==> src/rtl/ub_row_feeder.sv <==
// Streams consecutive unified-buffer rows into the systolic array edge,
// tracking the buffer's 3-cycle read latency and skewing lane i by i cycles.
module ub_row_feeder #(
    parameter int MATRIX_WIDTH = 14,
    parameter int ROWS_WIDTH   = 16,
    parameter int ADDR_WIDTH   = 24
) (
    input  logic                         clk,
    input  logic                         rst,
    input  logic                         enable,
    input  logic                         cmd_valid,
    output logic                         cmd_ready,
    input  logic [ADDR_WIDTH-1:0]        cmd_addr,
    input  logic [ROWS_WIDTH-1:0]        cmd_rows,
    output logic [ADDR_WIDTH-1:0]        ub_addr0,
    output logic                         ub_en0,
    input  logic [MATRIX_WIDTH-1:0][7:0] ub_read_port0,
    output logic [MATRIX_WIDTH-1:0][7:0] sys_data,
    output logic [MATRIX_WIDTH-1:0]      sys_valid,
    output logic                         busy,
    output logic                         done
);

    localparam int MW = MATRIX_WIDTH;

    typedef enum logic [1:0] {IDLE, ISSUE, DRAIN} state_t;

    state_t                  state_reg;
    logic [ADDR_WIDTH-1:0]   addr_reg;
    logic [ROWS_WIDTH-1:0]   rows_reg;
    logic                    ready_reg;
    logic                    busy_reg;
    logic                    done_reg;
    logic [2:0]              lat_v_reg;
    // skew_v_reg[j] is the read-valid bit delayed j+1 more cycles; it is lane j+1's valid
    logic [MW-2:0]           skew_v_reg;
    logic                    issue;
    logic                    drain_empty;

    assign issue       = (state_reg == ISSUE) && enable;
    // Empty after the next shift: only the last skew stage may still hold data
    assign drain_empty = (lat_v_reg == 3'b000) && (skew_v_reg[MW-3:0] == '0);

    assign ub_en0    = issue;
    assign ub_addr0  = addr_reg;
    assign cmd_ready = ready_reg && enable;
    assign busy      = busy_reg;
    assign done      = done_reg && enable;

    always_ff @(posedge clk) begin
        if (rst) begin
            state_reg  <= IDLE;
            addr_reg   <= '0;
            rows_reg   <= '0;
            ready_reg  <= 1'b1;
            busy_reg   <= 1'b0;
            done_reg   <= 1'b0;
            lat_v_reg  <= '0;
            skew_v_reg <= '0;
        end else if (enable) begin
            lat_v_reg  <= {lat_v_reg[1:0], issue};
            skew_v_reg <= {skew_v_reg[MW-3:0], lat_v_reg[2]};
            case (state_reg)
                IDLE: begin
                    if (cmd_valid) begin
                        addr_reg  <= cmd_addr;
                        rows_reg  <= cmd_rows;
                        ready_reg <= 1'b0;
                        busy_reg  <= 1'b1;
                        if (cmd_rows == '0) begin
                            // Nothing in flight, so completion is immediate
                            state_reg <= DRAIN;
                            done_reg  <= 1'b1;
                        end else begin
                            state_reg <= ISSUE;
                        end
                    end
                end
                ISSUE: begin
                    addr_reg <= addr_reg + ADDR_WIDTH'(1);
                    rows_reg <= rows_reg - ROWS_WIDTH'(1);
                    if (rows_reg == ROWS_WIDTH'(1)) begin
                        state_reg <= DRAIN;
                    end
                end
                DRAIN: begin
                    if (done_reg) begin
                        done_reg  <= 1'b0;
                        ready_reg <= 1'b1;
                        busy_reg  <= 1'b0;
                        state_reg <= IDLE;
                    end else if (drain_empty) begin
                        done_reg <= 1'b1;
                    end
                end
                default: state_reg <= IDLE;
            endcase
        end
    end

    // Lane 0 needs no delay: the buffer's output register is its only stage
    assign sys_valid[0] = lat_v_reg[2];
    assign sys_data[0]  = lat_v_reg[2] ? ub_read_port0[0] : 8'h00;

    generate
        for (genvar gi = 1; gi < MW; gi++) begin : g_lane
            logic [gi-1:0][7:0] stage_reg;

            always_ff @(posedge clk) begin
                if (rst) begin
                    stage_reg <= '0;
                end else if (enable) begin
                    stage_reg[0] <= ub_read_port0[gi];
                    for (int j = 1; j < gi; j++) begin
                        stage_reg[j] <= stage_reg[j-1];
                    end
                end
            end

            assign sys_valid[gi] = skew_v_reg[gi-1];
            assign sys_data[gi]  = skew_v_reg[gi-1] ? stage_reg[gi-1] : 8'h00;
        end
    endgenerate

endmodule

==> config.mk <==
export PLATFORM = sky130hd
export DESIGN_NAME = ub_row_feeder
export DESIGN_NICKNAME = d
export VERILOG_FILES = /design/src/rtl/ub_row_feeder.sv
export SDC_FILE = /design/constraint.sdc
export NUM_CORES = 1
export LEC_CHECK = 0
export BUFFER_PORTS_ARGS = -buffer_cell sky130_fd_sc_hd__buf_4
export CAP_MARGIN = 30
export CORE_MARGIN = 2
export CORE_UTILIZATION = 35
export CTS_CLUSTER_DIAMETER = 60
export DETAILED_ROUTE_END_ITERATION = 16
export PLACE_DENSITY = 0.53
export RECOVER_POWER = 100
export REMOVE_ABC_BUFFERS = 1
export SYNTH_ARGS = -nofsm -noshare
export SYNTH_HDL_FRONTEND = slang
export SYNTH_SLANG_ARGS = --single-unit
==> constraint.sdc <==
create_clock -name clk -period 2.8 [get_ports clk]
set_input_delay 0.56 -clock clk [delete_from_list [all_inputs] [get_ports clk]]
set_output_delay 0.56 -clock clk [all_outputs]
set_load 0.01 [all_outputs]
* Yosys cells after proc, flatten, opt, wreduce, memory -nomap -nowiden
Cells that the tools add are included.
** Word-level totals
- Bits in registers :: 789
- Input port bits :: 156
- Logic and storage cells :: 156
- Output and inout bits :: 154
** Cells by class
- Add/subtract/negate cells :: 2
- Mux-type cells :: 34
- Eq/ne operators :: 7
- Reduce and logical (&&, ||, !) cells :: 14
** Operators with widths (number)
- 8-bit 2-to-1 mux :: 14
- 24-bit case mux with 2 select lines :: 1
- 16-bit case mux with 2 select lines :: 1
- 24-bit by 1-bit adder with 24-bit output (second input constant) :: 1
- 24-bit 2-to-1 mux :: 1
- 16-bit by 1-bit equality test with 1-bit output (second input constant) :: 1
- 16-bit logical NOT :: 1
- 16-bit 2-to-1 mux :: 1
- 16-bit by 1-bit subtractor with 16-bit output (second input constant) :: 1
- 12-bit logical NOT :: 1
- 4-bit AND reduction :: 3
- 1-bit 2-to-1 mux :: 8
- 2-bit 2-to-1 mux :: 4
- 2-bit != test (second input constant) :: 3
- 1-bit case mux with 2 select lines :: 3
- 2-bit case mux with 3 select lines :: 1
- 1-bit logical AND :: 4
- 2-bit nonzero test :: 2
- 3-bit logical NOT :: 1
- 3-bit AND reduction :: 1
- 2-bit by 1-bit equality test with 1-bit output (second input constant) :: 1
- 2-bit equality test (second input constant) :: 1
- 2-bit logical NOT :: 1
- 2-bit by 1-bit != test with 1-bit output (second input constant) :: 1

* Longest topological paths before layout
Gate-level depths: netlist of the first run.
- Depth after elaboration :: 5
- Gate-level depth with buffers :: 7
- Depth with buffers taken out :: 6

* Worst setup path after synthesis of the first run
Ideal clock, no wire load.
- Path type :: input-to-output
- Start point :: in enable
- End point :: out cmd_ready
- Data required time :: 2.240 ns
- Arrival time :: 1.839 ns
- Cell stages on the path :: 5
- Path buffers :: 4
- Path slack :: 0.401 ns
- Path through :: clkbuf_1 clkbuf_1 buf_8 clkbuf_1 and2_1
** On the way
- Cells in the longest elaborated chain, start to end :: 1
** RTL lines
- start, declared :: RTL line 10 : input logic enable,
- 1-bit logical AND :: RTL line 46 : assign cmd_ready = ready_reg && enable;
- end, declared :: RTL line 12 : output logic cmd_ready,
No other way between the ends.

==> impl_metrics.json, run 1 <==
{
  "gp_congestion": 0.8205,
  "finalSetupTns_ns": 0,
  "hold_depth": 3,
  "crit_fanout": 12,
  "path_cells": "and2_0 -> buf_4",
  "cts.path.max_buffers": 3,
  "slew_viol_final": 562,
  "design_area_um2": 35300,
  "async_flop_share": 0,
  "die_h_um": 293.9,
  "setup_ws_ns": 0.2987,
  "tightestPinTransition_ns": 2.185,
  "synth_top_area_share": 0.5371,
  "fmax_mhz": 399.8,
  "cpPeakStageDelay_ns": 0.70,
  "cts_hold_buf": 0,
  "syn_avg_cell_area_um2": 10.19,
  "r2r_setup_slack_ns": 0.32,
  "cts_made_buffers": 92,
  "via_per_inst": 4.749,
  "ys_seq_elements": 789,
  "grt_use_met3": 0.03074,
  "holdPathEnd": "g_lane[1].stage_reg[7]",
  "portBuffers": 309,
  "seq_area_frac_synth": 0.5371,
  "core_region_area_um2": 83420,
  "start_util": 0.3525,
  "p_leak_nw": 15.53,
  "timing.hold.ws_ns": 0.1674,
  "reg2reg_depth": 5,
  "area_growth_pct": 20.03,
  "power_mw": 25.04,
  "min-delay-start": "ub_read_port0[15]",
  "hpwl_um": 41550,
  "root_buffer": "clkbuf_16",
  "hold_violations": 0,
  "dp_slack_ns": 0.5641,
  "rsz0062_at_grt": "no",
  "synth_cells": 2887,
  "largest_reg_flops": 728,
  "grtUsageMet2": 0.2489,
  "tritoncts": "built",
  "final.setup_skew_ns": 0.01541,
  "ant_nets": 0,
  "use_met1": 0.1776,
  "die-area_um2": 86360,
  "grt_max_degree": 189,
  "yosysTopAreaCell": "dfxtp_1",
  "grt_pass1_wl_um": 102900,
  "top_usage_layer": "met2",
  "slowest_stage": "dfxtp_1",
  "timing.rr.end": "rows_reg[12]",
  "layout-drive-gt1-share": 0.1352,
  "clkTransAtPathRegs_ns": 0.05,
  "drt_first_pass_iters": 6,
  "grt_pass1_vias": 19770,
  "cts-resized-gates": 0,
  "wl_um": 64220,
  "cts_htree_levels": 3,
  "relSlewSlack": -0.4565,
  "boundaryPins": 310,
  "arrival_ns": 1.94,
  "via_count": 20270,
  "setup_viol": 0,
  "run_status": "complete, but fails checks",
  "ys_warn_count": 0,
  "hold_path_class": "in -> reg",
  "syn-cell-area_um2": 29410,
  "worst_setup_path_end_kind": "primary output",
  "finalCriticalPeriod_ns": 2.501,
  "worstSetupStartpointType": "flip-flop",
  "powerDensity_nw_per_um2": 709.3,
  "cp.required_ns": 2.24,
  "cts_sinks": 789,
  "synth.most_common_cell": "dfxtp_1",
  "grt_overflow_total": 0,
  "clk_latency_ns": 0.63,
  "antennaDiodeCount": 0,
  "worstSetupPathType": "reg -> out",
  "dpl_cell_area_um2": 32690,
  "grt_usage": 0.1445,
  "post-cts-setup-buffers": 0,
  "drtIter0Drc": 1007,
  "synth_cell_types": 61,
  "yosys-top-cells-count": "dfxtp_1 (789), nor2_1 (772), mux2i_1 (746)",
  "row_count": 106,
  "antenna_found_initial": 4,
  "drc_errors": 0,
  "synth_edf_count": 0,
  "synthFlopType": "dfxtp_1",
  "nets": 3280,
  "peakVddDrop_mv": 0.4379,
  "maxCapViolCount": 4,
  "violations": "capacitance limit, slew limit",
  "fp.dieW_um": 293.9,
  "period_share": 0.8933,
  "detail_route.wl_per_cell_um": 15.05,
  "reg2reg_from": "state_reg[1]",
  "yosys-top-cells-area": "dfxtp_1 (54%), mux2i_1 (25%), nor2_1 (9.9%)"
}
## cell families after synthesis
kind of cell,Yosys count,share of synthesized area
adders and majority gates,3,0.001276
AOI/OAI and AO/OA,121,0.02885
DFF,789,0.5371
muxes,749,0.2551
buffers and inverters,218,0.03046
xor gates and xnor gates,1,0.0002979
and+or+nand+nor,1006,0.1470
## area by class of cell
cell class | count | area (um2)
timing repair buffer | 348 | 2385
multi-input combinational | 1880 | 12710
tap | 1080 | 1351
clock inverter | 38 | 500.5
clock buffer | 123 | 2520
inverter | 10 | 37.54
fill | 8036 | 48120
sequential | 789 | 15800
## stage by stage
step | instances | util
after floorplan | 2679 | -
after global placement | 4107 | 0.3919
after detailed placement | 4107 | 0.3919
after CTS | 4268 | 0.4281
after global routing | 4268 | 0.4231
final | 4268 | 0.4231
## power by group
part,internal [mW],switching (mW),leakage (nW)
clock,7.10,4.71,1.46
sequential,11.5,0.183,6.39
combinational,0.687,0.897,7.68
## layer usage
| metal | vias up | wire, um | part of all wire |
|---|---|---|---|
| met5 | - | 50 | 0.00078 |
| met2 | 375 | 30910 | 0.48 |
| met3 | 108 | 3313 | 0.052 |
| met4 | 8 | 1526 | 0.024 |
| li1 | 10240 | - | - |
| met1 | 9535 | 28420 | 0.44 |
## worst max path at each step
stage                        end     startpoint  cells past startpoint
floorplan           rows_reg[12]   state_reg[0]                      4
global placement    ub_addr0[10]         enable                      5
detailed placement  ub_addr0[10]         enable                      5
CTS                 sys_data[87]  skew_v_reg[9]                      2
global route        rows_reg[12]   state_reg[1]                      5
finish               sys_data[8]  skew_v_reg[0]                      2
## critical path: cells and delay by family (launching register included)
family / cells / cell delay [ns]
flip-flops: 1 / 0.70
AND/OR/NAND/NOR: 1 / 0.42
buffers and inverters: 1 / 0.20
## cells in the final DEF (no fill, tap or decap), types with 7 or more instances in the layout
cell type / n
mux2i_1: 746
nor3_1: 19
buf_4: 260
and3_1: 10
dfxtp_1: 789
and2_0: 86
inv_1: 10
clkinv_2: 12
nor2_1: 771
a211oi_1: 17
clkbuf_2: 10
clkinvlp_4: 7
nand2_1: 17
and2_1: 30
clkbuf_1: 90
clkbuf_16: 93
nand4_1: 10
o21ai_0: 21
a21oi_1: 31
clkbuf_8: 8
nor4_1: 20
nand3_1: 9
bufinv_16: 8
Note: power is estimated with default switching activity, not from simulation.
==> run 2, diff against run 1 <==
- ABC_AREA: not set -> 1
==> run 2 against run 1 <==
- the run still ends with capacitance limit, slew limit left
- utilization down 0.72 points
- wire length up 8.5%
- area after synthesis down 0.43%
- non-clock buffer count down 1
- synthesized cell count up 38%
- clock skew up 0.0074 ns
- cell count up 24%
- combinational power up 41%
- via count up 22%
- largest cell class unchanged
==> impl_metrics.json, run 2 <==
{
  "timing.hold.ws_ns": 0.1536,
  "final.setup_skew_ns": 0.02286,
  "powerDensity_nw_per_um2": 767.3,
  "setup_viol": 0,
  "dp_slack_ns": 0.6989,
  "clkTransAtPathRegs_ns": 0.06,
  "async_flop_share": 0,
  "final-seq-area_um2": 15800,
  "arrival_ns": 2.02,
  "clk_latency_ns": 0.62,
  "ys_warn_count": 0,
  "finalCriticalPeriod_ns": 2.582,
  "yosys-top-cells-count": "nor2_1 (1584), dfxtp_1 (789), o21ai_0 (779)",
  "root_buffer": "clkbuf_16",
  "antennaDiodeCount": 0,
  "area_growth_pct": 18.30,
  "maxCapViolCount": 1,
  "fp.dieW_um": 293.2,
  "r2r_setup_slack_ns": 0.57,
  "period_share": 0.9222,
  "drt_first_pass_iters": 5,
  "cts.path.max_buffers": 3,
  "tritoncts": "built",
  "post-cts-setup-buffers": 0,
  "core_region_area_um2": 83290,
  "synth_cell_types": 37,
  "nets": 4311,
  "syn_avg_cell_area_um2": 7.326,
  "cpPeakStageDelay_ns": 0.48,
  "via_count": 24730,
  "drc_errors": 0,
  "cts_made_buffers": 91,
  "start_util": 0.3516,
  "cp.required_ns": 2.24,
  "tightestPinTransition_ns": 1.649,
  "path_cells": "inv_2 -> nor2_1 -> inv_2 -> nor2_1 -> buf_4",
  "synth_top_area_share": 0.5394,
  "ys_seq_elements": 789,
  "worstSetupPathType": "reg -> out",
  "hpwl_um": 39940,
  "seq_area_frac_synth": 0.5394,
  "yosysTopAreaCell": "dfxtp_1",
  "synth.most_common_cell": "nor2_1",
  "boundaryPins": 310,
  "worstSetupStartpointType": "flip-flop",
  "relSlewSlack": -0.09943,
  "peakVddDrop_mv": 0.4950,
  "cts-resized-gates": 0,
  "synth_edf_count": 0,
  "fmax_mhz": 387.3,
  "largest_reg_flops": 728,
  "run_status": "complete, but fails checks",
  "via_per_inst": 4.665,
  "synthFlopType": "dfxtp_1",
  "drtIter0Drc": 1577,
  "slowest_stage": "dfxtp_2",
  "finalSetupTns_ns": 0,
  "grt_pass1_vias": 22980,
  "detail_route.wl_per_cell_um": 13.15,
  "cts_htree_levels": 3,
  "portBuffers": 309,
  "rsz0062_at_grt": "no",
  "yosys-top-cells-area": "dfxtp_1 (54%), nor2_1 (20%), o21ai_0 (13%)",
  "fillCellCount": 8880,
  "worst_setup_path_end_kind": "primary output",
  "synth_cells": 3997,
  "grt_usage": 0.1578,
  "p_leak_nw": 15.21,
  "cts_hold_buf": 0,
  "die_h_um": 293.2,
  "antenna_found_initial": 0,
  "multi_input_area_um2": 11690,
  "grt_max_degree": 209,
  "gp_congestion": 0.8918,
  "hold_path_class": "in -> reg",
  "hold_violations": 0,
  "layout-drive-gt1-share": 0.08503,
  "ant_nets": 0,
  "final_cell_mix": "nor2_1 (1586), dfxtp_1 (788), o21ai_0 (780), nand2_1 (246), clkbuf_1 (178)",
  "grt_overflow_total": 0,
  "die-area_um2": 85990,
  "syn-cell-area_um2": 29280,
  "slew_viol_final": 93,
  "mostFrequentLayoutCell": "nor2_1",
  "row_count": 106,
  "wl_um": 69700,
  "grt_pass1_wl_um": 116200,
  "crit_fanout": 17,
  "cts_sinks": 789,
  "setup_ws_ns": 0.2179,
  "violations": "capacitance limit, slew limit"
}
-- run 2: final cells by class --
| type | count | area share |
|---|---|---|
| flip-flops and latches | 789 | 0.4560 |
| clock buffers | 136 | 0.07881 |
| well taps | 1080 | 0.03901 |
| clock inverters | 27 | 0.009644 |
| multi-input cells | 2761 | 0.3374 |
| repair buffers | 347 | 0.06097 |
| inverters | 162 | 0.01813 |
-- run 2: cells by family after synthesis --
kind of cell    share of synthesized area
compound gates                     0.1478
xor+xnor                         0.001197
fa+ha+maj                        0.001282
buf+inv                           0.06106
flops                              0.5394
simple gates                       0.2492
-- run 2: final timing paths --
| path | startpoint | to | cells past startpoint |
|---|---|---|---|
| worst min-delay path | ub_read_port0[59] | g_lane[7].stage_reg[3] | 3 |
| worst max register to register | state_reg[0] | state_reg[0] | 9 |
| worst min register to register | g_lane[12].stage_reg[66] | g_lane[12].stage_reg[74] | 2 |
| worst max-delay path | state_reg[0] | ub_en0 | 5 |
-- run 2: worst max-delay path: cells and delay by family, from the launching register on --
family / cells / cell delay, ns
and+or+nand+nor: 2 / 0.40
buffers and inverters: 3 / 0.52
DFF: 1 / 0.48
-- run 2: metrics by stage --
| step | utilization | power, mW | cells | instance area, um2 |
|---|---|---|---|---|
| finish | 0.4159 | 26.58 | 5302 | 34640 |
| global route | 0.4159 | 27.92 | 5302 | 34640 |
| CTS | 0.4249 | 27.13 | 5302 | 35390 |
| detailed placement | 0.3881 | 14.98 | 5139 | 32330 |
| global placement | 0.3881 | 14.97 | 5139 | 32330 |
| floorplan | - | 14.14 | 3712 | 28100 |
-- run 2: power by group --
part           internal [mW]  switching (mW)  total, mW
Combinational          0.818            1.41       2.22
Clock                   7.22            4.72       11.9
Sequential              12.0           0.432       12.4
Total                   20.0            6.56       26.6
-- run 2: per-layer routing --
metal  up-vias  GRT usage  share of wire  wire length (um)
met4         0    0.04754          0.019              1338
li1      12970          -              -                 -
met1     11260     0.2214           0.49             34280
met2       422     0.2476           0.44             30550
met5         -          0              0                 0
met3        88    0.02746          0.051              3529
